**src/rtl/stall_ctrl_pkg.sv**
```systemverilog
// Shared types and constants for the pipeline stall controller.
package stall_ctrl_pkg;

    typedef enum logic [1:0] {
        ST_RUN     = 2'd0,
        ST_LOCK    = 2'd1,
        ST_MEMWAIT = 2'd2,
        ST_HALT    = 2'd3
    } state_e;

    localparam logic [1:0] JUMP_NONE = 2'b00;
    localparam logic [1:0] JUMP_JR   = 2'b01;
    localparam logic [1:0] JUMP_J    = 2'b10;
    localparam logic [1:0] JUMP_JAL  = 2'b11;

    localparam int LOCK_MAX = 2;

endpackage

```
**src/rtl/stall_ctrl_sat_counter.sv**
```systemverilog
// Saturating up-counter with synchronous clear; holds at all-ones.
module sat_counter #(
    parameter int WIDTH = 2
) (
    input  logic             i_clk,
    input  logic             i_rst,
    input  logic             i_clr,
    input  logic             i_inc,
    output logic [WIDTH-1:0] o_cnt
);

    logic [WIDTH-1:0] r_cnt;

    always_ff @(posedge i_clk) begin
        if (i_rst || i_clr)
            r_cnt <= '0;
        else if (i_inc && (r_cnt != '1))
            r_cnt <= r_cnt + 1'b1;
    end

    assign o_cnt = r_cnt;

endmodule

```
**src/rtl/stall_ctrl.sv**
```systemverilog
// Pipeline stall/flush controller with lock watchdog and sticky halt.
// Define STALL_PERF_CNT_EN to build the stall_cycles performance counter.
module stall_ctrl
    import stall_ctrl_pkg::*;
(
    input  logic        clk,
    input  logic        rst,
    input  logic        nop_lock_id,
    input  logic [1:0]  Jump_id,
    input  logic        mem_busy,
    input  logic        halt_req,
    output logic        pc_en,
    output logic        if_id_en,
    output logic        if_id_flush,
    output logic        id_ex_bubble,
    output logic        ex_mem_en,
    output logic        halted,
    output logic        lock_err,
    output logic [31:0] stall_cycles
);

    state_e     r_state;
    state_e     w_state_nxt;
    logic       w_in_halt;
    logic       w_hold;
    logic       w_lock_nxt;
    logic [1:0] w_lock_len;
    logic       r_halted;
    logic       r_lock_err;

    always_comb begin
        w_state_nxt = ST_RUN;
        if (r_state == ST_HALT || halt_req)
            w_state_nxt = ST_HALT;
        else if (mem_busy)
            w_state_nxt = ST_MEMWAIT;
        else if (nop_lock_id)
            w_state_nxt = ST_LOCK;
    end

    always_ff @(posedge clk) begin
        if (rst)
            r_state <= ST_RUN;
        else
            r_state <= w_state_nxt;
    end

    assign w_in_halt    = (r_state == ST_HALT);
    assign w_hold       = w_in_halt | mem_busy | nop_lock_id;
    assign pc_en        = ~w_hold;
    assign if_id_en     = ~w_hold;
    assign id_ex_bubble = nop_lock_id & ~mem_busy & ~w_in_halt;
    assign ex_mem_en    = ~mem_busy & ~w_in_halt;
    // A jump held by a lock re-presents itself once the lock clears, so flush then.
    assign if_id_flush  = (Jump_id != JUMP_NONE) & ~w_hold;

    // Lock run length counts consecutive cycles resolving to LOCK; anything else restarts it.
    assign w_lock_nxt = (w_state_nxt == ST_LOCK);

    sat_counter #(.WIDTH(2)) u_lock_len (
        .i_clk (clk),
        .i_rst (rst),
        .i_clr (~w_lock_nxt),
        .i_inc (w_lock_nxt),
        .o_cnt (w_lock_len)
    );

    always_ff @(posedge clk) begin
        if (rst)
            r_lock_err <= 1'b0;
        else if (nop_lock_id && (w_lock_len == 2'(LOCK_MAX)))
            r_lock_err <= 1'b1;
    end

    always_ff @(posedge clk) begin
        if (rst)
            r_halted <= 1'b0;
        else if (w_state_nxt == ST_HALT)
            r_halted <= 1'b1;
    end

    assign halted   = r_halted;
    assign lock_err = r_lock_err;

`ifdef STALL_PERF_CNT_EN
    sat_counter #(.WIDTH(32)) u_stall_cnt (
        .i_clk (clk),
        .i_rst (rst),
        .i_clr (1'b0),
        .i_inc (~pc_en),
        .o_cnt (stall_cycles)
    );
`else
    assign stall_cycles = '0;
`endif

endmodule

```
**config.mk**
```make
export PLATFORM = sky130hd
export DESIGN_NAME = stall_ctrl
export DESIGN_NICKNAME = d
export VERILOG_FILES = /design/src/rtl/stall_ctrl_pkg.sv /design/src/rtl/stall_ctrl_sat_counter.sv /design/src/rtl/stall_ctrl.sv
export SDC_FILE = /design/constraint.sdc
export NUM_CORES = 1
export LEC_CHECK = 0
export CAP_MARGIN = 0
export CORE_MARGIN = 5
export CORE_UTILIZATION = 30
export DETAILED_ROUTE_END_ITERATION = 10
export GPL_TIMING_DRIVEN = 0
export PLACE_DENSITY = 0.83
export RECOVER_POWER = 100
export REMOVE_ABC_BUFFERS = 1
export SYNTH_ARGS = -nofsm -noshare
export SYNTH_HDL_FRONTEND = slang
export SYNTH_SLANG_ARGS = --single-unit
```
**constraint.sdc**
```tcl
create_clock -name clk -period 1.45 [get_ports clk]
set_input_delay 0.29 -clock clk [delete_from_list [all_inputs] [get_ports clk]]
set_output_delay 0.29 -clock clk [all_outputs]
set_load 0.01 [all_outputs]
```
# --- Yosys cells after proc, flatten, opt, wreduce, memory -nomap -nowiden ---
# Cells that the tools add are included.
word_totals:
  register_bits: 6
  inputBits: 7
  out_inout_bits: 39
op_classes:
  add_sub_neg: 1
  n_eq_ne: 5
  mux: 3
  n_bitwise: 10
  n_reduce_logical: 5
op_table:
  columns: ["op", "count"]
  rows:
  - ["$eq 2x2->1 const B", 3]
  - ["$and 1x1->1", 4]
  - ["$mux 2", 2]
  - ["$not 1->1", 4]
  - ["$add 2x1->2 const B", 1]
  - ["$eq 2x1->1 const B", 1]
  - ["$logic_and 1x1->1", 2]
  - ["$logic_or 1x1->1", 2]
  - ["$ne 2x2->1 const B", 1]
  - ["$or 1x1->1", 2]
  - ["$reduce_bool 2->1", 1]
  - ["$mux 1", 1]

# --- Depth between registers and ports, before layout ---
logic_depth:
  word_depth: 6
  ltp_mapped: 4

# --- Modules after synthesis ---
# Synthesis repeated with hierarchy kept, for this count alone.
hier_totals:
  hier_cells: 62
  hier_area_um2: 531.8
modules_own_cells:
  columns: ["module", "n_inst", "cells_per_inst", "area_each_um2"]
  rows:
  - ["stall_ctrl", 1, 54, 426.7]
  - ["sat_counter", 1, 8, 105.1]

# --- Worst setup path after synthesis ---
# No wires, ideal clock.
synth_path:
  path_kind: "reg2reg"
  startpoint: "register u_lock_len.r_cnt[0] (netlist: u_lock_len.o_cnt[0])"
  endpoint: "register u_lock_len.r_cnt[1] (netlist: u_lock_len.o_cnt[1])"
  setup_time_ps: 79
  arrival_ps: 1068
  setup_slack_ps: 302
  path_stages_with_launch: 5
  n_path_buf: 0
  period_less_slack_ps: 1148
  cell_sequence: "dfxtp_1 > inv_1 > ha_1 > or2_1 > a211oi_2"
synth_via:
  elab_chain_len: 2
synth_rtl:
  columns: ["item", "line", "source"]
  rows:
  - ["from (decl)", "stall_ctrl_sat_counter.sv:12", "logic [WIDTH-1:0] r_cnt;"]
  - ["from (signal assigned)", "stall_ctrl_sat_counter.sv:18", "r_cnt <= r_cnt + 1'b1;"]
  - ["branches (longest 2 deep; another with $add 2x1->2)", null, null]
# Several ways; the timed one is not identified.
# A chain may end at the register's enable or synchronous reset.

# --- Worst setup path after layout ---
layout_path:
  startpoint: "register r_halted (netlist: halted)"
  endpoint: "output halted"
layout_rtl:
  columns: ["item", "line", "source"]
  rows:
  - ["from (decl)", "stall_ctrl.sv:28", "logic r_halted;"]
  - ["from (signal assigned)", "stall_ctrl.sv:77", "r_halted <= 1'b0;"]
  - ["from (signal assigned)", "stall_ctrl.sv:79", "r_halted <= 1'b1;"]
  - ["to (decl)", "stall_ctrl.sv:17", "output logic halted,"]
# No word-level cell between the ends.

==> flow_summary.rst <==
.. list-table::
   :header-rows: 1

   * - Metric
     - Value
   * - GRT overflow
     - 0
   * - Total placed instance area
     - 546.8 sq um
   * - Floorplan die area
     - 2694 sq um
   * - Maximum vdd drop
     - 599.6 uV
   * - Antenna violations before repair
     - 0
   * - CP top delay family
     - buffers and inverters
   * - Clock buffer depth
     - 2
   * - Detailed-route via count
     - 337
   * - Vias in the first global route
     - 261
   * - Overall power consumption
     - 0.0004312 W
   * - RSZ-0062 raised after global routing
     - false
   * - Post-CTS repair timing setup buffer count
     - 0
   * - Number of nets in the layout
     - 89
   * - Routing usage on met2
     - 0.07741
   * - DRC violations left
     - 0
   * - Status
     - completed
   * - Cts bufs inserted
     - 3
   * - Sink count of the clock tree
     - 6
   * - Int Power
     - 0.0002996 W
   * - Most frequent standard cell in the layout excluding fill and tap cells
     - sky130_fd_sc_hd__conb_1
   * - Count of flip-flops with a built-in enable after synthesis
     - 0
   * - Slowest stage cell on the critical path
     - sky130_fd_sc_hd__clkdlybuf4s50_1
   * - Leading cell types in the layout, fill and taps excluded
     - sky130_fd_sc_hd__conb_1 (32), sky130_fd_sc_hd__clkdlybuf4s50_1 (5), sky130_fd_sc_hd__a21oi_1 (4), sky130_fd_sc_hd__dfxtp_1 (4)
   * - Static Leakage
     - 0.2959 nW
   * - Number of max-cap violations
     - 0
   * - DIE WIDTH
     - 51.90 um
   * - Crit Path Class
     - flip-flop to primary output
   * - RD Place Congestion
     - 0.7498
   * - Clock network fraction of design power
     - 0.356
   * - Setup violation total in the final timing report
     - 0
   * - Skew final
     - 0.002259 ns
   * - Finished layout cell area
     - 554.3 sq um
   * - Vias per cell
     - 3.547
   * - Sequential cell area
     - 122.6 sq um
   * - Period minus WS final
     - 1.395 ns
   * - Synthesized area divided by synthesized cell count
     - 8.231 sq um
   * - Area growth from synthesis to final layout
     - 5.226%
   * - GR met1 Demand/Resource
     - 0.04861
   * - Share of synthesized flip-flops with an asynchronous set or reset
     - 0
   * - Synthesized instance count
     - 64
   * - Sequential fraction of the synthesis area
     - 0.2280
   * - Fin util
     - 0.3281
   * - Starting density of the core
     - 0.3119
   * - Comb power frac
     - 0.230
   * - Flop pwr share
     - 0.414
   * - Clock tree from TritonCTS
     - yes
   * - Hpwl dp
     - 713.1 um
   * - Port Buffer Count
     - 13
   * - Worst setup EP type
     - primary output
   * - Hold crit path type
     - flip-flop to flip-flop
   * - CP Max Fanout
     - 2
   * - Power per unit of standard cell area
     - 777.9 nW/um^2
   * - CP required
     - 1.16 ns
   * - Vertical die dimension
     - 51.90 um
   * - Routing usage on met3
     - 0.05158
   * - Count of antenna diodes in the layout
     - 0
   * - Yosys warning count
     - 0
   * - # rows
     - 15
   * - Combined area of all synthesized cells
     - 526.8 sq um
   * - Fillers
     - 176
   * - Net switching power figure
     - 0.0001315 W
   * - Critical Path Max Stage Delay
     - 0.54 ns
   * - Number of distinct library cell variants in the gate-level netlist after synthesis
     - 18
   * - Count of final hold-check violations
     - 0
   * - Clock network latency to the later pin of the worst-skew pair
     - 0.25 ns
   * - Proportion of layout cells with a drive suffix above 1
     - 0.1667
   * - Post-synthesis register bit count
     - 6
   * - Most used routing layer
     - met2
   * - Avg WL per Cell
     - 8.589 um
   * - CTS Root Cell
     - sky130_fd_sc_hd__clkbuf_4
   * - Footprint of the multi-input gates
     - 269.0 sq um
   * - Net switching fraction of the power
     - 0.3050
   * - Level count of the clock H-tree
     - 1
   * - Number of violations reported at the end of detailed-routing iteration 0
     - 2
   * - Core area
     - 1689 sq um
   * - Post-route ant nets
     - 0
   * - Synth Flop Type
     - sky130_fd_sc_hd__dfxtp_1
   * - Total length of routed wires
     - 816 um
   * - Setup slack of the worst register-to-register path
     - 0.24 ns
   * - Fmax
     - 716.7 MHz
   * - Max-slew violation count
     - 0
   * - First-pass GRT wire length
     - 986 um
   * - Clock input transition at the sequential cells of the worst setup and hold paths
     - 0.04 ns
   * - I/O pin cnt
     - 46
   * - Total buffers and inverters traversed by the critical path
     - 1
   * - Arrival time at the worst endpoint
     - 1.11 ns
   * - Fraction of the cycle the final worst path needs
     - 0.9623
   * - Worst-path cell chain
     - clkdlybuf4s50_1
   * - Crit start category
     - flip-flop
   * - TritonRoute pass-1 iters
     - 2
   * - Pin count of the biggest net entering global routing
     - 7
   * - Total negative slack
     - 0 ns
   * - GRT Total Usage
     - 0.05496
-- synthesized netlist by cell type (2+ instances only) --
| master | instances | area share |
|---|---|---|
| sky130_fd_sc_hd__a21oi_1 | 4 | 0.038 |
| sky130_fd_sc_hd__nand2b_1 | 2 | 0.024 |
| sky130_fd_sc_hd__nor2_1 | 3 | 0.021 |
| sky130_fd_sc_hd__ha_1 | 2 | 0.047 |
| sky130_fd_sc_hd__dfxtp_1 | 6 | 0.23 |
| sky130_fd_sc_hd__inv_1 | 3 | 0.021 |
| sky130_fd_sc_hd__buf_4 | 33 | 0.47 |
-- flip-flops by register name (all words and copies together), names as in the netlist --
signal and cells:
r_state 2, halted 1, u_lock_len.o_cnt 2, lock_err 1
-- per-layer routing --
layer	vias up	wire length [um]
met4	0	4
met3	2	141
met5	-	0
met1	141	296
li1	165	-
met2	29	374
-- stage by stage --
step | hold WS, ns | worst slack (ns) | instances
after global placement | 0.4409 | -0.4770 | 92
after floorplan | 0.3591 | 0.3024 | 62
after global routing | 0.4750 | 0.008515 | 95
after CTS | 0.4566 | -0.01353 | 95
after detailed placement | 0.4469 | -0.5181 | 92
final | 0.4507 | 0.05466 | 95
-- layout make-up --
type | count | area share
multi-input combinational | 53 | 0.4853
sequential | 6 | 0.2212
timing repair buffer | 13 | 0.1941
clock buffer | 3 | 0.04063
tap | 17 | 0.03837
inverter | 3 | 0.02032
-- cells by family (layout without fill, tap and decap cells) --
logic type	count (synthesis)	after routing	share of synthesized area
buffers and inverters	36	19	0.4917
and+or+nand+nor	11	11	0.1164
AOI/OAI and AO/OA	7	7	0.09264
DFF	6	6	0.2280
adders and majority gates	2	2	0.04750
other	1	32	0.007119
xor gates and xnor gates	1	1	0.01663
-- repair_timing --
| action | in CTS | in global routing |
|---|---|---|
| hold endpoints to repair | 0 | 0 |
| pin swaps | 1 | 1 |
| gates resized for setup | 15 | 7 |
| hold buffers | 0 | 0 |
| cloned | 0 | 0 |
| endpoints found under the setup margin | 5 | 4 |
-- final timing paths --
path	start	endpoint	cells past startpoint
setup reg to reg	u_lock_len.o_cnt[0]	u_lock_len.o_cnt[1]	4
setup / recovery	halted	halted	1
hold / removal	halted	halted	2
hold reg to reg	halted	halted	2
-- power by group through the flow --
stage | sequential (W) | combinational (W) | clock, W
after floorplan | 0.000181 | 0.0000602 | 0
after global placement | 0.000180 | 0.000104 | 0
after detailed placement | 0.000180 | 0.000105 | 0
after CTS | 0.000178 | 0.0000961 | 0.000165
after global routing | 0.000179 | 0.000108 | 0.000181
final | 0.000179 | 0.0000992 | 0.000153
(Power assumes the default switching activity.)
